### src/rtl/fetch_unit.sv
// Instruction fetch stage: owns the PC, reads a registered-output instruction ROM
// and presents each fetched word with its byte address to decode.
module fetch_unit #(
   parameter logic [31:0] RESET_PC  = 32'h0000_0000,
   parameter int unsigned ROM_WORDS = 32
) (
   input  logic        clk,
   input  logic        reset,
   output logic        rom_read_enable,
   output logic [31:0] rom_address,
   input  logic [31:0] rom_data_in,
   input  logic        redirect_valid,
   input  logic [31:0] redirect_pc,
   output logic        instr_valid,
   input  logic        instr_ready,
   output logic [31:0] instr_out,
   output logic [31:0] instr_pc,
   output logic        fetch_fault,
   output logic [2:0]  o_dbg_state
);

   typedef enum logic [2:0] {
      S_IDLE = 3'd0,
      S_REQ  = 3'd1,
      S_RESP = 3'd2,
      S_HOLD = 3'd3,
      S_HALT = 3'd4
   } state_t;

   state_t      r_state;
   logic [31:0] r_pc;
   logic        r_valid;
   logic [31:0] r_instr_out;
   logic [31:0] r_instr_pc;
   logic        r_fault;

   state_t      w_state_next;
   logic [31:0] w_pc_next;
   logic        w_valid_next;
   logic        w_fault_next;
   logic        w_capture;
   logic        w_rd_en;
   logic [31:0] w_rd_addr;
   logic [31:0] w_pc_inc;

   // A PC is unusable if it is not word aligned or points past the last ROM word.
   function automatic logic pc_bad(input logic [31:0] pc);
      return (pc[1:0] != 2'b00) || ({2'b00, pc[31:2]} >= 32'(ROM_WORDS));
   endfunction

   assign w_pc_inc = r_pc + 32'd4;

   // Decode handshake: instr_valid stays high with instr_out/instr_pc stable until
   // the cycle where instr_valid & instr_ready are both high; that cycle consumes it.
   always_comb begin
      w_state_next = r_state;
      w_pc_next    = r_pc;
      w_valid_next = r_valid;
      w_fault_next = r_fault;
      w_capture    = 1'b0;
      w_rd_en      = 1'b0;
      w_rd_addr    = {2'b00, r_pc[31:2]};
      if (redirect_valid && (r_state != S_HALT)) begin
         // Redirect outranks everything: any in-flight response is simply never captured.
         w_pc_next    = redirect_pc;
         w_valid_next = 1'b0;
         if (pc_bad(redirect_pc)) begin
            w_state_next = S_HALT;
            w_fault_next = 1'b1;
         end else begin
            w_state_next = S_REQ;
         end
      end else begin
         case (r_state)
            S_IDLE: begin
               if (pc_bad(r_pc)) begin
                  w_state_next = S_HALT;
                  w_fault_next = 1'b1;
               end else begin
                  w_state_next = S_REQ;
               end
            end
            S_REQ: begin
               w_rd_en      = 1'b1;
               w_state_next = S_RESP;
            end
            S_RESP: begin
               w_capture    = 1'b1;
               w_valid_next = 1'b1;
               w_state_next = S_HOLD;
            end
            S_HOLD: begin
               if (instr_ready) begin
                  w_pc_next    = w_pc_inc;
                  w_valid_next = 1'b0;
                  if (pc_bad(w_pc_inc)) begin
                     w_state_next = S_HALT;
                     w_fault_next = 1'b1;
                  end else begin
                     // Issue the next read in the accept cycle to sustain one word per 2 cycles.
                     w_rd_en      = 1'b1;
                     w_rd_addr    = {2'b00, w_pc_inc[31:2]};
                     w_state_next = S_RESP;
                  end
               end
            end
            S_HALT: begin
               w_valid_next = 1'b0;
            end
            default: begin
               w_state_next = S_IDLE;
            end
         endcase
      end
   end

   always_ff @(posedge clk) begin
      if (reset) begin
         r_state     <= S_IDLE;
         r_pc        <= RESET_PC;
         r_valid     <= 1'b0;
         r_instr_out <= 32'd0;
         r_instr_pc  <= 32'd0;
         r_fault     <= 1'b0;
      end else begin
         r_state <= w_state_next;
         r_pc    <= w_pc_next;
         r_valid <= w_valid_next;
         r_fault <= w_fault_next;
         if (w_capture) begin
            r_instr_out <= rom_data_in;
            r_instr_pc  <= r_pc;
         end
      end
   end

   assign rom_read_enable = w_rd_en & ~reset;
   assign rom_address     = w_rd_addr;
   assign instr_valid     = r_valid;
   assign instr_out       = r_instr_out;
   assign instr_pc        = r_instr_pc;
   assign fetch_fault     = r_fault;
   assign o_dbg_state     = r_state;

endmodule

### config.mk
export PLATFORM = sky130hd
export DESIGN_NAME = fetch_unit
export DESIGN_NICKNAME = d
export VERILOG_FILES = /design/src/rtl/fetch_unit.sv
export SDC_FILE = /design/constraint.sdc
export NUM_CORES = 1
export LEC_CHECK = 0
export CAP_MARGIN = 40
export CELL_PAD_IN_SITES_DETAIL_PLACEMENT = 0
export CELL_PAD_IN_SITES_GLOBAL_PLACEMENT = 1
export CORE_MARGIN = 2
export CORE_UTILIZATION = 33
export DETAILED_ROUTE_END_ITERATION = 8
export GPL_ROUTABILITY_DRIVEN = 0
export PLACE_DENSITY_LB_ADDON = 0.1
export SLEW_MARGIN = 25
export SYNTH_ARGS = -nofsm -noshare
export SYNTH_HDL_FRONTEND = slang
export SYNTH_SLANG_ARGS = --single-unit
### constraint.sdc
create_clock -name clk -period 3.9 [get_ports clk]
set_input_delay 0.975 -clock clk [delete_from_list [all_inputs] [get_ports clk]]
set_output_delay 0.975 -clock clk [all_outputs]
set_load 0.05 [all_outputs]
==> results of run 1 <==
-- worst min path at each step --
stage	start	endpoint	slack (ps)	cells past startpoint
floorplan	r_pc[1]	instr_pc[1]	460	2
global placement	instr_out[29]	instr_out[29]	440	2
detailed placement	instr_out[28]	instr_out[28]	450	2
CTS	instr_out[28]	instr_out[28]	460	2
global route	instr_out[6]	instr_out[6]	480	2
finish	instr_out[24]	instr_out[24]	450	2
-- registers in the layout (all words and copies together) (netlist names) --
register     count
fetch_fault      1
instr_out       32
instr_pc        32
instr_valid      1
o_dbg_state      3
r_pc            32
-- metrics by stage --
stage	util (%)	std cells	worst slack (ps)	power, mW
4_1_cts	52.14	1112	-90.36	3.865
5_1_grt	54.68	1122	-180.8	4.156
2_1_floorplan	-	685	-67.98	2.168
3_3_place_gp	47.11	1068	-40.94	2.711
6_report	54.68	1122	-80.03	3.973
3_5_place_dp	47.29	1069	-78.27	2.721
-- per-layer routing --
metal / vias to the layer above / track usage [%] / routed length, µm / part of all wire (%)
met2: 205 / 37.14 / 9236 / 47
met3: 42 / 4.100 / 1126 / 5.8
li1: 2808 / - / - / -
met1: 2792 / 29.15 / 8503 / 44
met5: - / 0 / 0 / 0
met4: 0 / 9.762 / 607 / 3.1
-- placed cells by master (no fill, tap or decap), drive strengths merged, types with 2 or more instances in the layout --
cell and n:
and3 6, nor2b 7, a41oi 3, or3 6, and4 4, or4 2
o31ai 2, clkbuf 13, o21ai 8, nand2b 3, a221oi 2, nor4 22
buf 135, or2 3, nand4 21, nand3 21, conb 2, and2 3
a21oi 73, dfxtp 101, nor3 13, xor2 20, xnor2 18, a21boi 15
nand2 154, o22ai 2, a211oi 30, nor2 45, clkinvlp 2, clkdlybuf4s50 135
mux2i 3, ha 2, a311oi 3, inv 10
-- layout make-up --
class	count	area (µm²)	share of cell area (%)
well taps	216	270.3	3.134
flip-flops and latches	101	2044	23.71
repair buffers	273	2718	31.51
clock inverters	6	67.56	0.7835
multi-input cells	508	3254	37.74
clock buffers	10	239.0	2.771
inverters	8	30.03	0.3482
-- logic make-up after synthesis --
kind of cell / Yosys count
buffers and inverters: 76
AND/OR/NAND/NOR: 313
XOR/XNOR: 38
other: 1
AO/OA/AOI/OAI: 149
adder cells (fa/ha/maj): 2
multiplexers: 4
flip-flops: 101
-- critical path, delay by kind of cell, from the launching register on --
family	cells	cell delay, ps
mux	1	300
flops	1	360
buf+inv	5	730
compound gates	2	530
simple gates	4	710
-- what timing repair did --
action,in CTS,in global routing
setup endpoints to repair,31,33
gates resized for setup,61,73
gates cloned,0,1
setup buffers,27,10
hold buffers,0,0
pin swaps,13,18
-- report_power, final --
group / internal [mW] / switching (mW)
Sequential: 1.14 / 0.120
Combinational: 0.781 / 0.993
Clock: 0.519 / 0.422
==> flow_summary.json, run 1 <==
{
  "synthAdderAreaFrac_pct": 0.4749,
  "track_usage_pct": 22.60,
  "reg2reg_from": "r_pc[9]",
  "hold_slack_ps": 453.4,
  "synth_commonest_cells": "154 x nand2_1, 101 x dfxtp_1, 71 x a21oi_1",
  "post-synth-top-count-cell": "nand2_1",
  "end_kind": "output port",
  "outcome": "finished, violations left",
  "r2r_cells": 25,
  "ys_types": 62,
  "cp_data_arrival_time_ps": 3010,
  "violations": "negative setup slack",
  "grt_pass1_vias": 5606,
  "grt_max_degree": 65,
  "htree_levels": 3,
  "antenna_left": 0,
  "r2r_slack_ps": 80,
  "powerDensity_nw_per_um2": 460.7,
  "leakage_nw": 3.115,
  "worst-setup-path-type": "reg -> out",
  "wirelength_mm": 19.47,
  "max_freq_mhz": 251.3,
  "crit_path_start": "r_pc[2]",
  "cts_root_buffer": "clkbuf_16",
  "yosysTopAreaCellShare_pct": 38.38,
  "cts_tree": "yes",
  "antenna_cells": 0,
  "area.growth.synth_to_final_pct": 63.67,
  "setup_tns_ps": -381.5,
  "dr_total_vias": 5847,
  "final-hold-violation-count": 0,
  "nFillCells": 1500,
  "overflow": 0,
  "layout_setup_ws_ps": -80.03,
  "grt_pass1_wl_mm": 29.90,
  "synth_top_family_by_area": "simple AND/OR/NAND/NOR gates",
  "path_cells": "buf_6 -> nand4_1 -> nor2_4 -> buf_6 -> a211o_1 -> a221oi_2 -> nand4_2 -> buf_6 -> nor4_4 -> buf_4 -> mux2_4 -> buf_8",
  "clock_skew_ps": 10.39,
  "drc": 0,
  "rows": 46,
  "core_um2": 15770,
  "grt_setup_unrepaired": "yes",
  "dr.pass1.iters": 5,
  "worstPathRequired_ps": 2920,
  "startpoint_type": "flop",
  "clk_pin_slew_worst_paths_ps": 70,
  "io_pins": 170,
  "ir_drop_mv": 0.2790,
  "synthXorXnorAreaFrac_pct": 6.317,
  "cp_max_fo": 4,
  "worst_slew_pin_slew_ps": 720.5,
  "crit_top_cell": "buf_6",
  "cts_buffers": 9,
  "die_h_um": 130.4,
  "dp_hpwl_mm": 13.37,
  "synth-compound-area-share_pct": 18.59,
  "r2r-end": "o_dbg_state[2]",
  "syn_area_per_cell_um2": 7.703,
  "dpl-instance-area_um2": 7457,
  "fin_crit_ps": 3980,
  "ys_seq_area_share_pct": 38.38,
  "drt-initial-drc-count": 320,
  "antenna_found_initial": 0,
  "synth.area.top_cells": "dfxtp_1 38%, nand2_1 11%, a21oi_1 6.7%",
  "critPathSlowestCell": "dfxtp_4",
  "crit_path_end": "rom_address[1]",
  "clock-sinks": 101,
  "drive_gt1_share_pct": 26.16,
  "fp.dieW_um": 130.4,
  "cpPeakStageDelay_ps": 360,
  "netlist_instances": 684,
  "yosysWarnings": 0,
  "vias_per_cell": 5.211,
  "maxSlewViolCount": 0,
  "synth_top_area_cell": "dfxtp_1",
  "async_flop_share_pct": 0,
  "ys.flop_type": "dfxtp_1",
  "relSlewSlack_pct": 51.53,
  "finish.instance_area_um2": 8623,
  "synthMuxAreaShare_pct": 0.7837,
  "die_area_um2": 16990,
  "hp-class": "reg -> reg",
  "synth_edf_count": 0,
  "cap_violations": 0,
  "setup_violations": 15,
  "cts_buffer_depth": 2,
  "synthSimpleGateAreaFrac_pct": 28.95,
  "clock_latency_ps": 360,
  "wl_per_cell_um": 17.36,
  "port_buffers": 167,
  "ys_ff_latch": 101,
  "finalCritPeriodShare_pct": 102.1,
  "start_util_pct": 33.41,
  "synthesis.area_um2": 5269,
  "nets": 971
}
No activity file was read; power rests on OpenSTA's default activity.
==> run 2: changes to the inputs <==
--- a/config.mk
+++ b/config.mk
@@ -12,6 +12,7 @@
 export CORE_UTILIZATION = 33
 export DETAILED_ROUTE_END_ITERATION = 8
 export GPL_ROUTABILITY_DRIVEN = 0
+export GPL_TIMING_DRIVEN = 0
 export PLACE_DENSITY_LB_ADDON = 0.1
 export SLEW_MARGIN = 25
 export SYNTH_ARGS = -nofsm -noshare
==> run 2 against run 1 <==
  * Clock skew is 2.8 ps higher
  * Core utilization shrank 1.1 points
  * Highest routed layer unchanged
  * Largest cell class unchanged
  * The run still ends with negative setup slack left
  * Worst hold slack improved by 1.9 ps
==> flow_summary.json, run 2 (synthesis results as in run 1) <==
{
  "outcome": "finished, violations left",
  "violations": "negative setup slack",
  "dp_hpwl_mm": 14.26,
  "top_layer_used": "met4",
  "end_kind": "output port",
  "nets": 990,
  "cts_root_buffer": "clkbuf_16",
  "relSlewSlack_pct": 46.56,
  "setup_tns_ps": -1246,
  "drive_gt1_share_pct": 22.81,
  "rows": 46,
  "cts_buffer_depth": 2,
  "layout_commonest_cell": "nand2_1",
  "worst_slew_pin_slew_ps": 794.3,
  "r2r-end": "r_pc[22]",
  "stdcell_count": 1141,
  "port_buffers": 167,
  "finalCritPeriodShare_pct": 102.6,
  "power.share.sequential_pct": 32.1,
  "cpPeakStageDelay_ps": 370,
  "clock_latency_ps": 370,
  "layout_setup_ws_ps": -100.0,
  "antenna_left": 0,
  "finalPower_mw": 3.914,
  "cts_tree": "yes",
  "ir_drop_mv": 0.3441,
  "drc": 0,
  "dr.pass1.iters": 5,
  "worstPathRequired_ps": 2920,
  "die_area_um2": 16990,
  "cp_max_fo": 10,
  "fin_crit_ps": 4000,
  "hp-class": "reg -> reg",
  "clock-sinks": 101,
  "wl_met2_mm": 9.785,
  "wl_met3_mm": 1.730,
  "clk_pin_slew_worst_paths_ps": 70,
  "core_um2": 15770,
  "antenna_cells": 0,
  "antenna_found_initial": 0,
  "area.growth.synth_to_final_pct": 60.41,
  "grt_pass1_vias": 5582,
  "dp.cells": 1069,
  "cts_buffers": 9,
  "cp_data_arrival_time_ps": 3030,
  "startpoint_type": "flop",
  "wl_met1_mm": 8.395,
  "hold_slack_ps": 455.2,
  "place_ws_ps": -1568,
  "io_pins": 170,
  "drt-initial-drc-count": 375,
  "vias_per_cell": 5.203,
  "clockPowerShare_pct": 24.2,
  "critPathSlowestCell": "dfxtp_4",
  "swShare_pct": 39.57,
  "mostFrequentLayoutCells": "153 x nand2_1, 135 x clkdlybuf4s50_1, 89 x dfxtp_1, 72 x buf_4, 70 x a21oi_1",
  "power.internal_mw": 2.366,
  "power_switching_mw": 1.549,
  "p_comb_share_pct": 43.8,
  "track_usage_pct": 23.07,
  "nFillCells": 1522,
  "r2r_slack_ps": 1390,
  "grt_max_degree": 17,
  "overflow": 0,
  "r2r_cells": 7,
  "worst-setup-path-type": "reg -> out",
  "start_util_pct": 33.41,
  "path_cells": "buf_4 -> and3_4 -> and3_4 -> a311o_1 -> a211oi_4 -> nand4_4 -> buf_12 -> nor3_4 -> buf_6 -> buf_12 -> a21oi_2 -> buf_6",
  "whs_path_depth": 2,
  "setup_violations": 20,
  "grt_setup_unrepaired": "yes",
  "reg2reg_from": "o_dbg_state[0]",
  "fp.dieW_um": 130.4,
  "wirelength_mm": 20.40,
  "leakage_nw": 3.038,
  "max_freq_mhz": 250.0,
  "maxSlewViolCount": 0,
  "cap_violations": 0,
  "clock_skew_ps": 13.20,
  "powerDensity_nw_per_um2": 463.2,
  "htree_levels": 3,
  "dr_total_vias": 5937,
  "worstHoldStart": "instr_out[3]",
  "grt_pass1_wl_mm": 30.22,
  "final-hold-violation-count": 0,
  "die_h_um": 130.4,
  "wl_per_cell_um": 17.88,
  "min_to": "instr_out[3]"
}
[run 2: final cells by class]
| type | count | area [µm²] | area share [%] |
|---|---|---|---|
| Buffer | 59 | 364.1 | 4.308 |
| Tap cell | 216 | 270.3 | 3.198 |
| Multi-Input combinational cell | 509 | 3209 | 37.97 |
| Inverter | 8 | 30.03 | 0.3553 |
| Clock inverter | 5 | 56.30 | 0.6662 |
| Sequential cell | 101 | 2042 | 24.16 |
| Timing Repair Buffer | 232 | 2227 | 26.35 |
| Clock buffer | 11 | 252.7 | 2.990 |
[run 2: repair_timing]
action,in CTS,in global routing
resized for setup,266,81
pin swaps,13,20
hold buffers,0,0
endpoints found under the setup margin,31,31
cloned,1,1
setup buffers,22,41
[run 2: how the worst max path moves through the flow]
stage	startpoint	end
after CTS	r_pc[12]	rom_address[12]
after global routing	r_pc[12]	rom_address[12]
after global placement	instr_ready	rom_address[12]
after detailed placement	instr_ready	rom_address[12]
final	r_pc[3]	rom_address[12]
after floorplan	r_pc[2]	rom_address[2]
[run 2: metrics by stage]
step	utilization (%)	cell area, µm²
floorplan	-	5273
global placement	45.75	7214
detailed placement	45.83	7228
CTS	50.24	7923
global route	53.59	8452
finish	53.59	8452
[run 2: worst max-delay path: cells and delay by family (launching register included)]
kind,cells,cell delay [ps]
AND/OR/NAND/NOR,4,760
buffers and inverters,5,780
flip-flops,1,370
AO/OA/AOI/OAI,3,740
[run 2: power groups by stage]
stage	registers [mW]	logic, mW	clock network (mW)
final	1.25	1.71	0.946
after global routing	1.27	1.81	1.01
after CTS	1.24	1.50	0.967
after detailed placement	1.22	1.43	0
after global placement	1.22	1.42	0
after floorplan	1.28	0.892	0
[run 2: routing by layer]
metal	up-vias	track usage, %
met4	0	7.447
met3	36	6.232
met1	2787	28.74
met2	266	38.90
li1	2848	-
met5	-	0
